`src/rtl/mips_pkg.sv`:
```
// Shared definitions for the writeback path: register file geometry and write-source encoding.
package mips_pkg;
  localparam int DATA_W = 32;
  localparam int ADDR_W = 5;
  localparam int NREG   = 2 ** ADDR_W;

  localparam logic [ADDR_W-1:0] REG_ZERO = 5'd0;

  typedef enum logic [1:0] {
    SRC_NONE = 2'd0,
    SRC_CORE = 2'd1,
    SRC_MDU  = 2'd2,
    SRC_LSU  = 2'd3
  } src_e;
endpackage

```
`src/rtl/wb_scoreboard.sv`:
```
// Busy bit per GP register for outstanding long-latency results; $0 is never busy.
module wb_scoreboard
  import mips_pkg::*;
(
  input  logic              clk,
  input  logic              rst,
  input  logic              set_en_i,
  input  logic [ADDR_W-1:0] set_addr_i,
  input  logic              clr_en_i,
  input  logic [ADDR_W-1:0] clr_addr_i,
  input  logic [ADDR_W-1:0] rd_addr_a_i,
  input  logic [ADDR_W-1:0] rd_addr_b_i,
  output logic [NREG-1:0]   busy_o,
  output logic              hazard_a_o,
  output logic              hazard_b_o
);
  logic [NREG-1:0] busy_q, busy_d;

  // Set is applied after clear so a same-cycle issue to the register being written stays busy.
  always_comb begin
    busy_d = busy_q;
    if (clr_en_i) busy_d[clr_addr_i] = 1'b0;
    if (set_en_i) busy_d[set_addr_i] = 1'b1;
    busy_d[0] = 1'b0;
  end

  always_ff @(posedge clk) begin
    if (rst) busy_q <= '0;
    else     busy_q <= busy_d;
  end

  assign busy_o     = busy_q;
  assign hazard_a_o = busy_q[rd_addr_a_i];
  assign hazard_b_o = busy_q[rd_addr_b_i];
endmodule

```
`src/rtl/regfile_wb_arbiter.sv`:
```
// Shares the register file write port between core writeback, MDU and LSU,
// with starvation protection for the secondaries and a busy scoreboard for hazards.
module regfile_wb_arbiter
  import mips_pkg::*;
#(
  parameter int STARVE_LIMIT = 8,
  parameter int CNT_W        = 4
) (
  input  logic              clk,
  input  logic              rst,
  input  logic              core_we,
  input  logic [ADDR_W-1:0] core_addr,
  input  logic [DATA_W-1:0] core_data,
  output logic              core_stall,
  input  logic              mdu_valid,
  input  logic [ADDR_W-1:0] mdu_addr,
  input  logic [DATA_W-1:0] mdu_data,
  output logic              mdu_ready,
  input  logic              lsu_valid,
  input  logic [ADDR_W-1:0] lsu_addr,
  input  logic [DATA_W-1:0] lsu_data,
  output logic              lsu_ready,
  input  logic              issue_valid,
  input  logic [ADDR_W-1:0] issue_addr,
  output logic              issue_accept,
  input  logic [ADDR_W-1:0] rd_addr_a,
  input  logic [ADDR_W-1:0] rd_addr_b,
  output logic              hazard_a,
  output logic              hazard_b,
  output logic              wb_we,
  output logic [ADDR_W-1:0] wb_addr,
  output logic [DATA_W-1:0] wb_data,
  output logic [NREG-1:0]   busy_vec
);
  localparam logic [CNT_W-1:0] LIMIT = CNT_W'(STARVE_LIMIT);

  logic             core_req, mdu_req, lsu_req, sec_req, force_sec, sec_grant;
  src_e             grant;
  src_e             rr_last_q, rr_last_d;
  logic [CNT_W-1:0] starve_q, starve_d;

  // Writes to $0 never compete for the port.
  assign core_req  = core_we && (core_addr != REG_ZERO);
  assign mdu_req   = mdu_valid && (mdu_addr != REG_ZERO);
  assign lsu_req   = lsu_valid && (lsu_addr != REG_ZERO);
  assign sec_req   = mdu_req || lsu_req;
  assign force_sec = (starve_q == LIMIT) && sec_req;

  always_comb begin
    grant = SRC_NONE;
    if (!rst) begin
      if (core_req && !force_sec)  grant = SRC_CORE;
      else if (mdu_req && lsu_req) grant = (rr_last_q == SRC_MDU) ? SRC_LSU : SRC_MDU;
      else if (mdu_req)            grant = SRC_MDU;
      else if (lsu_req)            grant = SRC_LSU;
    end
  end

  assign sec_grant  = (grant == SRC_MDU) || (grant == SRC_LSU);
  assign core_stall = !rst && core_req && force_sec;
  assign mdu_ready  = !rst && ((grant == SRC_MDU) || (mdu_valid && mdu_addr == REG_ZERO));
  assign lsu_ready  = !rst && ((grant == SRC_LSU) || (lsu_valid && lsu_addr == REG_ZERO));

  always_comb begin
    wb_we   = 1'b0;
    wb_addr = '0;
    wb_data = '0;
    case (grant)
      SRC_CORE: begin wb_we = 1'b1; wb_addr = core_addr; wb_data = core_data; end
      SRC_MDU:  begin wb_we = 1'b1; wb_addr = mdu_addr;  wb_data = mdu_data;  end
      SRC_LSU:  begin wb_we = 1'b1; wb_addr = lsu_addr;  wb_data = lsu_data;  end
      default:  ;
    endcase
  end

  always_comb begin
    rr_last_d = sec_grant ? grant : rr_last_q;
    starve_d  = starve_q;
    if (sec_grant || !sec_req)                         starve_d = '0;
    else if (grant == SRC_CORE && starve_q != LIMIT)   starve_d = starve_q + 1'b1;
  end

  always_ff @(posedge clk) begin
    if (rst) begin
      starve_q  <= '0;
      rr_last_q <= SRC_LSU;
    end else begin
      starve_q  <= starve_d;
      rr_last_q <= rr_last_d;
    end
  end

  assign issue_accept = !rst && issue_valid && !busy_vec[issue_addr];

  wb_scoreboard u_sb (
    .clk         (clk),
    .rst         (rst),
    .set_en_i    (issue_accept && (issue_addr != REG_ZERO)),
    .set_addr_i  (issue_addr),
    .clr_en_i    (sec_grant),
    .clr_addr_i  (wb_addr),
    .rd_addr_a_i (rd_addr_a),
    .rd_addr_b_i (rd_addr_b),
    .busy_o      (busy_vec),
    .hazard_a_o  (hazard_a),
    .hazard_b_o  (hazard_b)
  );
endmodule

```
`config.mk`:
```
export PLATFORM = sky130hd
export DESIGN_NAME = regfile_wb_arbiter
export DESIGN_NICKNAME = d
export VERILOG_FILES = /design/src/rtl/mips_pkg.sv /design/src/rtl/wb_scoreboard.sv /design/src/rtl/regfile_wb_arbiter.sv
export SDC_FILE = /design/constraint.sdc
export NUM_CORES = 1
export LEC_CHECK = 0
export BUFFER_PORTS_ARGS = -buffer_cell sky130_fd_sc_hd__buf_2
export CELL_PAD_IN_SITES_DETAIL_PLACEMENT = 2
export CELL_PAD_IN_SITES_GLOBAL_PLACEMENT = 2
export CORE_UTILIZATION = 20
export CTS_BUF_LIST = sky130_fd_sc_hd__clkbuf_4 sky130_fd_sc_hd__clkbuf_8 sky130_fd_sc_hd__clkbuf_16
export CTS_CLUSTER_SIZE = 40
export DETAILED_ROUTE_END_ITERATION = 8
export GPL_TIMING_DRIVEN = 0
export PLACE_DENSITY = 0.83
export SYNTH_ARGS = -nofsm -noshare
export SYNTH_HDL_FRONTEND = slang
export SYNTH_HIERARCHICAL = 1
export SYNTH_SLANG_ARGS = --single-unit
```
`constraint.sdc`:
```
create_clock -name clk -period 2.9 [get_ports clk]
set_input_delay 0.29 -clock clk [delete_from_list [all_inputs] [get_ports clk]]
set_output_delay 0.29 -clock clk [all_outputs]
set_load 0.005 [all_outputs]
```
==> results.md <==
- Synthesis produced a netlist whose cell count is a little under 400.
- The count of final hold-check violations came to 0.
- The final layout contains around 750 nets.
- The maximum number of pins on one net before global-route repair is 20.
- The worst reg2reg path endpoint is u_sb/busy_o[15].
- The leakage power figure is between 2 and 2.5 nW.
- For this run, the total global-route usage over all layers was measured as 0.208.
- Once placement completed, the tool counted placed cells totaling a little over 800.
- The first global-routing pass estimated between 20000 and 30000 um of wire.
- Leaving out fill and tap cells, the most frequent cell in the layout is sky130_fd_sc_hd__buf_2.
- 0 antenna diodes ended up in the layout.
- In this run the standard cell core region covers around 16000 um^2.
- The number of buffers inserted during clock tree synthesis is 5.
- The number of synthesized flops with an enable pin is 0.
- For this design the top-level I/O count stands at ~210.
- The worst endpoint data arrival time is a little under 3 ns.
- The maximum net fanout on the critical path is 10.
- After routing the design area is 4810 um^2.
- By area the synthesized netlist is led by sky130_fd_sc_hd__dfxtp_1 (23%), sky130_fd_sc_hd__a221o_1 (11%), sky130_fd_sc_hd__mux4_2 (8.3%).
- The clock latency on the worst-skew pair is just under 0.3 ns.
- The largest vdd supply drop is ~0.00020 V.
- In this run the cell area of the synthesized design comes to 3240 um^2.
- Summed over all instances, the cell type with the most area after synthesis is sky130_fd_sc_hd__dfxtp_1.
- In the finished design, the share of the clock period the worst path needs comes to 0.956.
- A synthesized cell averages just over 8 um^2.
- Of the cells placed in the final design, the portion with a size suffix greater than 1 is 0.446.
- The row count is between 40 and 50.
- The commonest register cell after synthesis is sky130_fd_sc_hd__dfxtp_1.
- The count of TritonRoute iterations in the first routing pass is 4.
- Summed over all failing endpoints, the final setup total negative slack is 0 ns.
- The worst register-to-register path begins at starve_q[0].
- The number of fill cells is between 1500 and 2000.
- The number of levels the H-tree was split into is 2.
- The detailed router finished its first iteration with between 100 and 150 violations.
- The number of warnings reported in the yosys synthesis log is 6.
- After synthesis the netlist holds a flip-flop and latch count of 37.
- The fraction of registers with async set or reset after synthesis is 0.
- In the layout the commonest cells are sky130_fd_sc_hd__buf_2 (213), sky130_fd_sc_hd__nand2_1 (40), sky130_fd_sc_hd__a21oi_1 (40).
- The signed area change from the synthesized netlist to the final layout is 48.3%.
- Dividing the detail-routed via count by the number of cells gives 5.06.
- The count of max-cap constraint violations is 0.
- Derived from the worst setup path, the maximum achievable clock frequency is about 0.36 GHz.
- The run finished with clean final reports.
- The post-synthesis cell type count is 52.
- The cell count of the worst reg-to-reg path is 13.
- The number of stages on the worst hold path is 2.
- In this run the tightest slew margin relative to its limit is 0.526.
- STA classifies the critical path endpoint as a flop.
- The minimum clock period after layout is 2.77 ns.
- Counting every net in the synthesized netlist gives about 530.
- From bottom edge to top edge, the die measures 129 um.
- The half-perimeter wire length after detailed placement is approximately 14000 um.
- The initial utilization of the core area, before any placement, comes to 0.204.
- The die area is ~17000 um^2.
- For this design the ratio of total power to cell area is roughly 310 nW/um^2.
- The area of placed instances is roughly 4500 um^2.
- The buffer levels on the longest clock path is 2.
- Setup repair after global routing left no endpoint under its margin.
- The wire length per cell is around 21 um.
- The min-delay analysis places its worst path in the category in -> reg.
- The detail route stage leaves a number of antenna-violating nets equal to 0.
- The number of antenna violations at the first check in global routing was 0.
- The via count of the first global-routing pass was ~4700.
- The last element of the critical path is u_sb/busy_o[15].
- TritonCTS built the clock tree.
- Across all register-to-register paths, the minimum setup slack is between 0.1 and 0.15 ns.
- CTS placed an instance of sky130_fd_sc_hd__clkbuf_16 at the clock tree root.
- At the end of routability-driven placement, the weighted congestion stood at between 0.8 and 0.9.
- The number of max-slew violations in the final report came to 0.
- Data on the critical path is required at its endpoint by between 3 and 4 ns.
- The beginning of the critical path is starve_q[0].
- The number of clock sinks is 37.
- On the final layout, the worst clock skew is 0.00805 ns.
- Wires add up to between 15000 and 20000 um.
- STA classifies the critical path startpoint as a flop.
- For this run, design rule violations remaining after detail routing come to 0.
- The total overflow left after global routing is 0.
- The worst setup path category is reg -> reg.
- The total via count in the routed design is 4198.
- The transition time at the pin with the least slew margin is 0.711 ns.
- The die span in x is ~130 um.
- The share of synthesized area in the top cell type comes to 0.228.
- Clock-pin slew was measured on the worst setup and hold paths at 0.06 ns.
- The final number of setup-violating endpoints is 0.
- For this run, the number of standard cells in the final layout without fillers is 830.
- The count of buffers from port buffering is around 200.
- The register area share after synthesis is 0.228.
[repair_timing]
item | CTS | global route
hold endpoints to repair | 0 | 0
hold buffers | 0 | 0
buffers inserted | 11 | 2
pin swaps | 2 | 2
setup endpoints to repair | 34 | 34
resized for setup | 12 | 11
[cells in the mapped netlist (6+ instances only)]
cell and number:
sky130_fd_sc_hd__nand3b_1 6, sky130_fd_sc_hd__nand3_1 12, sky130_fd_sc_hd__a21oi_1 41, sky130_fd_sc_hd__a221o_1 37
sky130_fd_sc_hd__buf_2 12, sky130_fd_sc_hd__inv_1 11, sky130_fd_sc_hd__nor2_1 16, sky130_fd_sc_hd__mux2i_1 22
sky130_fd_sc_hd__mux4_2 12, sky130_fd_sc_hd__clkbuf_1 7, sky130_fd_sc_hd__dfxtp_1 37, sky130_fd_sc_hd__a22oi_1 6
sky130_fd_sc_hd__nor2b_1 6, sky130_fd_sc_hd__and2_1 37, sky130_fd_sc_hd__nand2_1 40, sky130_fd_sc_hd__o21ai_0 32
[worst max-delay path, cell delays in order (launching register included)]
cell and delay [ns]:
sky130_fd_sc_hd__dfxtp_2 0.35, sky130_fd_sc_hd__inv_1 0.06, sky130_fd_sc_hd__ha_1 0.19, sky130_fd_sc_hd__nand3b_1 0.15, sky130_fd_sc_hd__o211a_4 0.22, sky130_fd_sc_hd__a2111oi_4 0.05
sky130_fd_sc_hd__buf_6 0.18, sky130_fd_sc_hd__buf_6 0.13, sky130_fd_sc_hd__and2_1 0.15, sky130_fd_sc_hd__a221o_2 0.37, sky130_fd_sc_hd__buf_4 0.18, sky130_fd_sc_hd__nand3b_1 0.26
sky130_fd_sc_hd__o21ai_1 0.24, sky130_fd_sc_hd__a21oi_1 0.10
[routing by layer]
| metal | wire [um] | global-route usage | part of all wire | up-vias |
|---|---|---|---|---|
| met1 | 6800 | 0.219 | 0.39 | 2052 |
| met5 | 0 | 0 | 0 | - |
| met3 | 1050 | 0.0339 | 0.060 | 22 |
| met2 | 9340 | 0.409 | 0.53 | 183 |
| li1 | - | - | - | 1941 |
| met4 | 453 | 0.0754 | 0.026 | 0 |
[where the power goes]
group	leakage (nW)	internal, W	switching, W
registers	0.299	0.000513	0.00000535
clock network	0.0696	0.000315	0.000226
logic	1.85	0.000207	0.000236
total	2.22	0.00104	0.000467
[sequential cells by signal, summed over array words and instances (netlist names)]
| name | flops |
|---|---|
| u_sb/busy_o | 31 |
| starve_q | 4 |
| rr_last_q | 2 |
[cells by family (layout without fill, tap and decap cells)]
group           Yosys count  in the layout  synth area share
fa+ha+maj                 2              2           0.00771
xor+xnor                  2              2           0.00540
simple gates            147            147             0.252
buf+inv                  36            256            0.0555
compound gates          135            135             0.299
other cells               1              1           0.00116
flops                    37             37             0.228
mux                      34             34             0.151
[stage by stage]
stage	utilization	hold slack (ns)	setup slack [ns]	total power (W)
6_report	0.303	0.242	0.128	0.00150
5_1_grt	0.303	0.251	0.00448	0.00156
4_1_cts	0.301	0.228	0.0107	0.00150
3_5_place_dp	0.285	0.445	-0.712	0.000947
3_3_place_gp	0.285	0.428	-0.558	0.000930
2_1_floorplan	-	0.359	0.131	0.000723
[worst min path at each step]
stage / from / slack, ns / to
3_3_place_gp: rr_last_q[1] / 0.43 / rr_last_q[1]
3_5_place_dp: rr_last_q[1] / 0.44 / rr_last_q[1]
6_report: rst / 0.24 / u_sb/busy_o[14]
5_1_grt: rst / 0.25 / u_sb/busy_o[14]
2_1_floorplan: rst / 0.36 / u_sb/busy_o[14]
4_1_cts: rst / 0.23 / u_sb/busy_o[14]
[cell type report]
| class | instances | area (um^2) | share of cell area |
|---|---|---|---|
| timing repair buffer | 215 | 1110 | 0.230 |
| multi-input combinational | 321 | 2380 | 0.495 |
| clock inverter | 3 | 17.5 | 0.00364 |
| sequential | 37 | 742 | 0.154 |
| tap | 216 | 270 | 0.0562 |
| buffer | 22 | 128 | 0.0265 |
| clock buffer | 5 | 125 | 0.0260 |
| inverter | 11 | 41.3 | 0.00858 |
No activity file was read; power rests on OpenSTA's default activity.
